--- config.mk ---
export PLATFORM = sky130hd
export DESIGN_NAME = req_issuer
export DESIGN_NICKNAME = d
export VERILOG_FILES = /design/src/rtl/req_issuer_pkg.sv /design/src/rtl/req_cmd_fifo.sv /design/src/rtl/req_issuer.sv
export SDC_FILE = /design/constraint.sdc
export NUM_CORES = 1
export LEC_CHECK = 0
export BUFFER_PORTS_ARGS = -buffer_cell sky130_fd_sc_hd__buf_2
export CAP_MARGIN = 20
export CORE_UTILIZATION = 38
export DETAILED_ROUTE_END_ITERATION = 10
export PLACE_DENSITY = 0.58
export SLEW_MARGIN = 0
export SYNTH_ARGS = -nofsm -noshare
export SYNTH_HDL_FRONTEND = slang
export SYNTH_SLANG_ARGS = --single-unit
--- constraint.sdc ---
create_clock -name clk -period 7.29 [get_ports clk]
set_input_delay 0.3645 -clock clk [delete_from_list [all_inputs] [get_ports clk]]
set_output_delay 0.3645 -clock clk [all_outputs]
set_load 0.05 [all_outputs]
--- src/rtl/req_issuer_pkg.sv ---
// Shared types and default parameters for the req/gnt request issuer.
// Imported by the issuer top and its command FIFO.
package req_issuer_pkg;

   typedef enum logic [1:0] {
      IDLE = 2'd0,
      REQ  = 2'd1,
      GAP  = 2'd2
   } state_t;

   localparam int unsigned DEF_DATA_W  = 8;
   localparam int unsigned DEF_DEPTH   = 4;
   localparam int unsigned DEF_TIMEOUT = 8;

endpackage

--- src/rtl/req_cmd_fifo.sv ---
// Command FIFO for the request issuer: registered count, natural pointer wrap.
// Pushes while full and pops while empty are ignored.
module req_cmd_fifo
   import req_issuer_pkg::*;
#(
   parameter int unsigned DATA_W = DEF_DATA_W,
   parameter int unsigned DEPTH  = DEF_DEPTH,
   localparam int unsigned PTR_W = $clog2(DEPTH),
   localparam int unsigned CNT_W = $clog2(DEPTH + 1)
) (
   input  logic              clk,
   input  logic              reset_n,
   input  logic              push,
   input  logic [DATA_W-1:0] push_data,
   input  logic              pop,
   output logic [DATA_W-1:0] head,
   output logic [CNT_W-1:0]  count,
   output logic              full,
   output logic              empty
);

   logic [DATA_W-1:0] mem_q [DEPTH];

   logic [PTR_W-1:0] wr_ptr_q, wr_ptr_d;
   logic [PTR_W-1:0] rd_ptr_q, rd_ptr_d;
   logic [CNT_W-1:0] count_q, count_d;

   logic do_push;
   logic do_pop;

   assign full  = (count_q == CNT_W'(DEPTH));
   assign empty = (count_q == '0);
   assign count = count_q;
   assign head  = mem_q[rd_ptr_q];

   assign do_push = push && !full;
   assign do_pop  = pop && !empty;

   always_comb begin
      wr_ptr_d = wr_ptr_q + PTR_W'(do_push);
      rd_ptr_d = rd_ptr_q + PTR_W'(do_pop);
      count_d  = count_q + CNT_W'(do_push) - CNT_W'(do_pop);
   end

   always_ff @(posedge clk or negedge reset_n) begin
      if (!reset_n) begin
         wr_ptr_q <= '0;
         rd_ptr_q <= '0;
         count_q  <= '0;
      end else begin
         wr_ptr_q <= wr_ptr_d;
         rd_ptr_q <= rd_ptr_d;
         count_q  <= count_d;
      end
   end

   // Storage needs no reset: head is only consumed while count is non-zero.
   always_ff @(posedge clk) begin
      if (do_push) begin
         mem_q[wr_ptr_q] <= push_data;
      end
   end

endmodule

--- src/rtl/req_issuer.sv ---
// Issues one registered req per queued command, held until gnt or timeout,
// with a guaranteed one-cycle low gap between consecutive requests.
module req_issuer
   import req_issuer_pkg::*;
#(
   parameter int unsigned DATA_W  = DEF_DATA_W,
   parameter int unsigned DEPTH   = DEF_DEPTH,
   parameter int unsigned TIMEOUT = DEF_TIMEOUT
) (
   input  logic              clk,
   input  logic              reset_n,
   input  logic              cmd_valid,
   input  logic [DATA_W-1:0] cmd_data,
   output logic              cmd_ready,
   output logic              req,
   output logic [DATA_W-1:0] req_data,
   input  logic              gnt,
   output logic              done,
   output logic              timeout_err,
   output logic              busy
);

   localparam int unsigned CNT_W  = $clog2(DEPTH + 1);
   localparam int unsigned WAIT_W = $clog2(TIMEOUT + 1);
   localparam logic [WAIT_W-1:0] WAIT_LAST = WAIT_W'(TIMEOUT - 1);

   state_t state_q, state_d;

   logic [WAIT_W-1:0] wait_cnt_q, wait_cnt_d;
   logic              req_q, req_d;
   logic [DATA_W-1:0] req_data_q, req_data_d;
   logic              done_q, done_d;
   logic              timeout_err_q, timeout_err_d;

   logic              fifo_push;
   logic              fifo_pop;
   logic [DATA_W-1:0] fifo_head;
   logic [CNT_W-1:0]  fifo_count;
   logic              fifo_full;
   logic              fifo_empty;

   assign cmd_ready = !fifo_full;
   assign fifo_push = cmd_valid && cmd_ready;

   req_cmd_fifo #(
      .DATA_W (DATA_W),
      .DEPTH  (DEPTH)
   ) u_fifo (
      .clk       (clk),
      .reset_n   (reset_n),
      .push      (fifo_push),
      .push_data (cmd_data),
      .pop       (fifo_pop),
      .head      (fifo_head),
      .count     (fifo_count),
      .full      (fifo_full),
      .empty     (fifo_empty)
   );

   always_comb begin
      state_d       = state_q;
      wait_cnt_d    = wait_cnt_q;
      req_d         = 1'b0;
      req_data_d    = '0;
      done_d        = 1'b0;
      timeout_err_d = 1'b0;
      fifo_pop      = 1'b0;

      unique case (state_q)
         IDLE, GAP: begin
            // Registered count: a push on this edge is seen next cycle.
            if (!fifo_empty) begin
               state_d    = REQ;
               wait_cnt_d = '0;
               req_d      = 1'b1;
               req_data_d = fifo_head;
            end else begin
               state_d = IDLE;
            end
         end
         REQ: begin
            if (gnt) begin
               fifo_pop = 1'b1;
               done_d   = 1'b1;
               state_d  = GAP;
            end else begin
               wait_cnt_d = wait_cnt_q + WAIT_W'(1);
               if (wait_cnt_q == WAIT_LAST) begin
                  fifo_pop      = 1'b1;
                  timeout_err_d = 1'b1;
                  state_d       = GAP;
               end else begin
                  req_d      = 1'b1;
                  req_data_d = req_data_q;
               end
            end
         end
         default: begin
            state_d = IDLE;
         end
      endcase
   end

   always_ff @(posedge clk or negedge reset_n) begin
      if (!reset_n) begin
         state_q       <= IDLE;
         wait_cnt_q    <= '0;
         req_q         <= 1'b0;
         req_data_q    <= '0;
         done_q        <= 1'b0;
         timeout_err_q <= 1'b0;
      end else begin
         state_q       <= state_d;
         wait_cnt_q    <= wait_cnt_d;
         req_q         <= req_d;
         req_data_q    <= req_data_d;
         done_q        <= done_d;
         timeout_err_q <= timeout_err_d;
      end
   end

   assign req         = req_q;
   assign req_data    = req_data_q;
   assign done        = done_q;
   assign timeout_err = timeout_err_q;
   assign busy        = (fifo_count != '0) || (state_q != IDLE);

endmodule

==> results of run 1 <==
==> worst max-delay path, delay by kind of cell, from the launching register on <==
kind	cells	cell delay, ps
AO/OA/AOI/OAI	1	270
XOR/XNOR	2	320
adder cells (fa/ha/maj)	4	1000
buffers and inverters	3	180
flip-flops	1	420
AND/OR/NAND/NOR	1	260
==> cell type report <==
cell class              instances  area, µm²
well taps                      72       90.1
multi-input cells              58        577
fillers                       515       3050
repair buffers                 27        143
clock inverters                 2       16.3
inverters                       8       30.0
clock buffers                   6       72.6
flip-flops and latches         56       1560
==> stage by stage <==
step / std cells / cell area (µm²) / utilization / hold slack [ps]
after floorplan: 127 / 2200 / - / 68.9
after global placement: 221 / 2400 / 0.433 / 376
after detailed placement: 221 / 2400 / 0.433 / 402
after CTS: 229 / 2490 / 0.449 / 59.3
after global routing: 229 / 2490 / 0.449 / 76.4
final: 229 / 2490 / 0.449 / 39.2
==> power by group <==
part	switching [µW]	internal, µW
clock	97.1	68.5
sequential	73.4	429
combinational	213	147
==> cell usage in the layout (no fill, tap or decap), types with 2 or more instances in the layout <==
cell type,netlist,routed
edfxtp_1,32,32
dfrtp_1,24,24
buf_2,1,24
mux4_2,8,8
a22o_1,8,8
inv_1,7,7
clkbuf_8,0,5
xnor2_1,4,4
ha_1,4,4
or3_1,3,3
nor3_1,3,3
o22ai_1,3,3
nand2_1,3,3
buf_4,1,3
o211ai_1,2,2
or3b_1,2,2
nor3b_1,2,2
o21ai_1,2,2
==> flip-flops by register name (all words and copies together) (netlist names) <==
| name | count |
|---|---|
| done | 1 |
| u_fifo.rd_ptr_q | 2 |
| req | 1 |
| wait_cnt_q | 4 |
| u_fifo.mem_q | 32 |
| timeout_err | 1 |
| req_data | 8 |
| u_fifo.count | 3 |
| state_q | 2 |
| u_fifo.wr_ptr_q | 2 |
==> per-layer routing <==
layer | up-vias | global-route usage
li1 | 544 | -
met1 | 584 | 0.169
met2 | 22 | 0.237
met3 | 5 | 0.0395
met4 | 0 | 0.0389
met5 | - | 0
==> path summary, 6_finish.rpt <==
kind                               start                  to  slack [ps]  cells past startpoint
min in group clk             cmd_data[0]  u_fifo.mem_q[3][0]         270                      1
max in group asynchronous        reset_n  u_fifo.wr_ptr_q[0]        6880                      1
hold / removal                   reset_n                 req          40                      1
setup reg to reg           wait_cnt_q[0]     u_fifo.count[2]        4760                     11
setup / recovery           wait_cnt_q[0]     u_fifo.count[2]        4760                     11
hold reg to reg              req_data[7]         req_data[7]         510                      1
==> kinds of logic after synthesis <==
| family | synth area share |
|---|---|
| adders and majority gates | 0.0319 |
| DFF | 0.710 |
| buffers and inverters | 0.0279 |
| xor gates and xnor gates | 0.0199 |
| AOI/OAI and AO/OA | 0.0688 |
| and+or+nand+nor | 0.0597 |
| muxes | 0.0819 |
==> results by group, run 1 <==
Timing
  • Slew margin rel.: 0.468
  • Fin. Hold Viols: 0
  • Setup TNS Final: 0 ps
  • Unrepaired setup endpoints after global routing: no
  • Final Max Tran Viols: 0
  • Final min period: 2530 ps
  • Clock skew: 8.53 ps
  • Slew @ Worst Pin: 796 ps
  • Final setup fails: 0
  • Period Utilization, post-route: 0.347
  • Final setup margin: 4760 ps
  • F_max: 396 MHz

Logic synthesis
  • Synth Flop Type: edfxtp_1
  • Top cell type's share of synthesized area: 0.437
  • Seq cells post-synth: 56
  • Count leader, synth: edfxtp_1
  • Synth area leader: edfxtp_1
  • Cells after synthesis: 127
  • Post-synth EDFFs: 32
  • Post-synthesis sequential area ratio: 0.710
  • Synth Net Count: 144
  • Post-synth cell types: 35
  • Mapped Area: 2200 µm²
  • Top cells by area, synth: edfxtp_1 44%, dfrtp_1 27%, mux4_2 8.2%
  • Ys Warns: 0
  • Synth cell count leaders: 32 x edfxtp_1, 24 x dfrtp_1, 8 x a22o_1, 8 x mux4_2, 7 x inv_1
  • Async SR Flop Fraction: 0.429
  • Syn Area/Cell: 17.3 µm²

Drt
  • Routed WL per cell: 16.0 µm
  • DRC viols: 0
  • Starting DRT DRC Count: 59
  • Initial DRT Pass Iterations: 4
  • Vias per inst: 5.04
  • DR vias: 1155
  • Routed WL: 3.67 mm
  • Top routing layer in use: met4
  • Met3 WL: 121 µm
  • Wl on met1: 1.61 mm
  • Met2 Wirelength: 1.89 mm
  • Final ANT Viol Nets: 0

Critical path
  • WS Path Type: reg -> reg
  • Worst endpoint required time: 7510 ps
  • Setup crit start kind: flop
  • Critical path's slowest cell: dfrtp_1
  • CP max stage delay: 420 ps
  • Critical path cell sequence: ha_1 > and3b_1 > o211ai_1 > inv_1 > ha_1 > inv_1 > ha_1 > inv_1 > fa_1 > xnor2_1 > xnor2_1
  • Worst Setup End Kind: flop
  • Critical Path AT: 2750 ps
  • Worst-path fanout max: 6

Clock network
  • Hold-fix buffers, CTS: 0
  • CTS tree: yes
  • Post CTS Setup Buffer Count: 0
  • Clock-pin slew on the worst setup and hold paths: 100 ps
  • Worst-Skew Late Latency: 300 ps
  • Clock Path Buffers: 2
  • CTS Buf Count: 5
  • CTS Sinks: 56
  • PostCTS Resize Cnt: 0
  • Htree depth: 2
  • CTS root buf: clkbuf_8

Floorplanning
  • Initial core utilization: 0.397
  • Row count: 27
  • Die Area: 6100 µm²
  • Chip Height: 78.1 µm
  • Top-Level Pins: 25
  • Chip width: 78.1 µm
  • Core area: 5540 µm²

Power and ir drop
  • Total design power: 1030 µW
  • Peak VDD IR: 0.181 mV
  • Power Dens Cells: 413 nW/µm²
  • Static Leak: 0.000987 µW

Placed design
  • Placer Congestion: 0.770
  • Port bufs: 24
  • Final HPWL DP: 2.43 mm
  • DP Worst Slack: 4780 ps

Global route
  • Total track usage: 0.138
  • Initial antenna violation count: 0
  • Grt total ovfl: 0
  • Vias in the first global route: 1150
  • First-pass GRT wire length: 6.14 mm
  • Largest net degree at the start of global routing: 25

Run status
  • Status: completed

Finish
  • Syn-to-layout area delta: 13.2%
  • Share of layout cells above drive strength 1: 0.280
  • Fin nets: 173
  • Ant. Diodes: 0

Job
  • Max-Cap Viols: 0

Min path
  • Hold Crit Class: in -> async
(Power assumes the default switching activity.)
==> run 2, diff against run 1 <==
==> constraint.sdc (replaced) <==
create_clock -name clk -period 2.6 [get_ports clk]
set_input_delay 0.13 -clock clk [delete_from_list [all_inputs] [get_ports clk]]
set_output_delay 0.13 -clock clk [all_outputs]
set_load 0.05 [all_outputs]
==> run 2 against run 1 <==
Against the previous run: sequential share of layout area decreased by 0.47 points; combinational power grew to 2.8 times the previous value; via count shrank 0.17%; design area up 0.75%; sequential power grew to 2.8 times the previous value; clock-buffer cell count fell by 1; routed wire length is 3.3% higher; worst hold slack worse by 7.4 ps; global-route usage is 0.29 points higher; clock skew barely moved; largest power group unchanged.
==> results by group, run 2 (same netlist as run 1, synthesis figures left out) <==
Floorplanning
  • Initial core utilization: 0.397 (unchanged)
  • Core area: 5540 µm² (unchanged)
  • Die Area: 6100 µm² (unchanged)
  • Chip width: 78.1 µm (unchanged)
  • Row count: 27 (unchanged)
  • Chip Height: 78.1 µm (unchanged)
  • Top-Level Pins: 25 (unchanged)

Finish
  • Fin nets: 175 (was 173)
  • Most common cell after layout, fill and taps aside: edfxtp_1 (unchanged)
  • Fillers: 500 (was 515)
  • Ant. Diodes: 0 (unchanged)
  • Most flops, register: u_fifo.mem_q (unchanged)
  • Syn-to-layout area delta: 14.1% (was 13.2%)
  • Non-Filler Instances: 231 (was 229)
  • Core Util, Final: 0.453 (was 0.449)
  • Max reg flops: 32 (unchanged)
  • Share of layout cells above drive strength 1: 0.289 (was 0.280)
  • Most frequent cells in the layout: 32 x edfxtp_1, 24 x dfrtp_1, 24 x buf_2 (unchanged)

Clock network
  • Post CTS Setup Buffer Count: 0 (unchanged)
  • Clock-pin slew on the worst setup and hold paths: 100 ps (about the same)
  • Clock Path Buffers: 2 (unchanged)
  • CTS Sinks: 56 (unchanged)
  • CTS tree: yes (unchanged)
  • CTS root buf: clkbuf_8 (unchanged)
  • CTS Buf Count: 5 (unchanged)
  • Htree depth: 2 (unchanged)
  • Worst-Skew Late Latency: 310 ps (was 300 ps)

Timing
  • Slew margin rel.: 0.501 (was 0.468)
  • Final setup margin: 189 ps (was 4760 ps)
  • Setup TNS Final: 0 ps (unchanged)
  • Final setup fails: 0 (unchanged)
  • F_max: 415 MHz (was 396 MHz)
  • Fin. Hold Viols: 0 (unchanged)
  • Clock skew: 8.43 ps (was 8.53 ps)
  • Unrepaired setup endpoints after global routing: no (unchanged)
  • Period Utilization, post-route: 0.927 (was 0.347)
  • Final min period: 2410 ps (was 2530 ps)
  • Final Max Tran Viols: 0 (unchanged)
  • Worst hold slack: 31.8 ps (was 39.2 ps)
  • Slew @ Worst Pin: 745 ps (was 796 ps)

Power and ir drop
  • Power Dens Cells: 1160 nW/µm² (was 413 nW/µm²)
  • Static Leak: 0.00100 µW (was 0.000987 µW)
  • Peak VDD IR: 0.490 mV (was 0.181 mV)

Critical path
  • Worst endpoint required time: 2840 ps (was 7510 ps)
  • Critical Path AT: 2650 ps (was 2750 ps)
  • Setup crit start kind: flop (unchanged)
  • Worst Setup End Kind: flop (unchanged)
  • Worst-path fanout max: 4 (was 6)
  • WS Path Type: reg -> reg (unchanged)

Placed design
  • Placer Congestion: 0.758 (was 0.770)
  • DP Worst Slack: 196 ps (was 4780 ps)
  • Final HPWL DP: 2.51 mm (was 2.43 mm)
  • Cells after DPL: 222 (was 221)
  • Port bufs: 24 (unchanged)

Global route
  • Initial antenna violation count: 0 (unchanged)
  • Vias in the first global route: 1189 (was 1150)
  • Grt total ovfl: 0 (unchanged)
  • Total track usage: 0.141 (was 0.138)
  • First-pass GRT wire length: 6.21 mm (was 6.14 mm)
  • Largest net degree at the start of global routing: 25 (unchanged)

Min path
  • Hold Crit Class: in -> reg (was in -> async)

Drt
  • Initial DRT Pass Iterations: 4 (unchanged)
  • Starting DRT DRC Count: 50 (was 59)
  • DR vias: 1153 (was 1155)
  • Routed WL: 3.79 mm (was 3.67 mm)
  • DRC viols: 0 (unchanged)
  • Final ANT Viol Nets: 0 (unchanged)
  • Vias per inst: 4.99 (was 5.04)
  • Routed WL per cell: 16.4 µm (was 16.0 µm)

Run status
  • Status: completed (unchanged)

Job
  • Max-Cap Viols: 0 (unchanged)
[run 2: changes by cell type in the layout (fill, tap and decap cells not counted), sizes merged]
cell / change
clkbuf: -1
buf: +1
inv: +1
dlygate4sd3: +1
[run 2: critical path, cell delays in order, from the launching register on]
cell and delay (ps):
dfrtp_1 420, ha_1 210, and3b_1 190, o211ai_1 240, inv_1 80, ha_1 270, inv_1 50, ha_1 130
inv_1 50, fa_1 370, xnor2_1 190, xnor2_1 130
[run 2: per-stage QoR]
| step | power, µW | instance area (µm²) |
|---|---|---|
| floorplan | 2200 | 2200 |
| global placement | 2420 | 2410 |
| detailed placement | 2470 | 2410 |
| CTS | 2950 | 2510 |
| global route | 3100 | 2510 |
| finish | 2910 | 2510 |
[run 2: path summary, 6_finish.rpt]
check / from / end / slack, ps / cells after the start
setup / recovery: wait_cnt_q[0] / u_fifo.count[2] / 190 / 11
hold / removal: cmd_data[2] / u_fifo.mem_q[3][2] / 30 / 1
setup reg to reg: wait_cnt_q[0] / u_fifo.count[2] / 190 / 11
hold reg to reg: wait_cnt_q[3] / timeout_err / 500 / 1
max in group asynchronous: reset_n / u_fifo.wr_ptr_q[0] / 1890 / 2
min in group asynchronous: reset_n / req_data[6] / 340 / 2
[run 2: repair_timing]
action / in CTS / in global routing
gates resized for setup: 0 / 0
hold buffers: 1 / 0
endpoints found under the hold margin: 24 / 0
[run 2: area by class of cell]
type / count / area [µm²] / area share
multi-input combinational: 58 / 577 / 0.230
timing repair buffer: 29 / 160 / 0.0638
tap: 72 / 90.1 / 0.0359
clock buffer: 5 / 68.8 / 0.0274
sequential: 56 / 1560 / 0.622
inverter: 8 / 30.0 / 0.0120
clock inverter: 3 / 21.3 / 0.00848
[run 2: power breakdown]
group          internal, µW  switching, µW
combinational           416            601
clock                   192            285
sequential             1200            209
total                  1810           1100
[run 2: metal layers]
metal / vias to the layer above / GRT usage / wire [µm]
li1: 547 / - / -
met1: 564 / 0.182 / 1630
met2: 35 / 0.227 / 1930
met3: 7 / 0.0395 / 174
met4: 0 / 0.0500 / 53
met5: - / 0 / 0
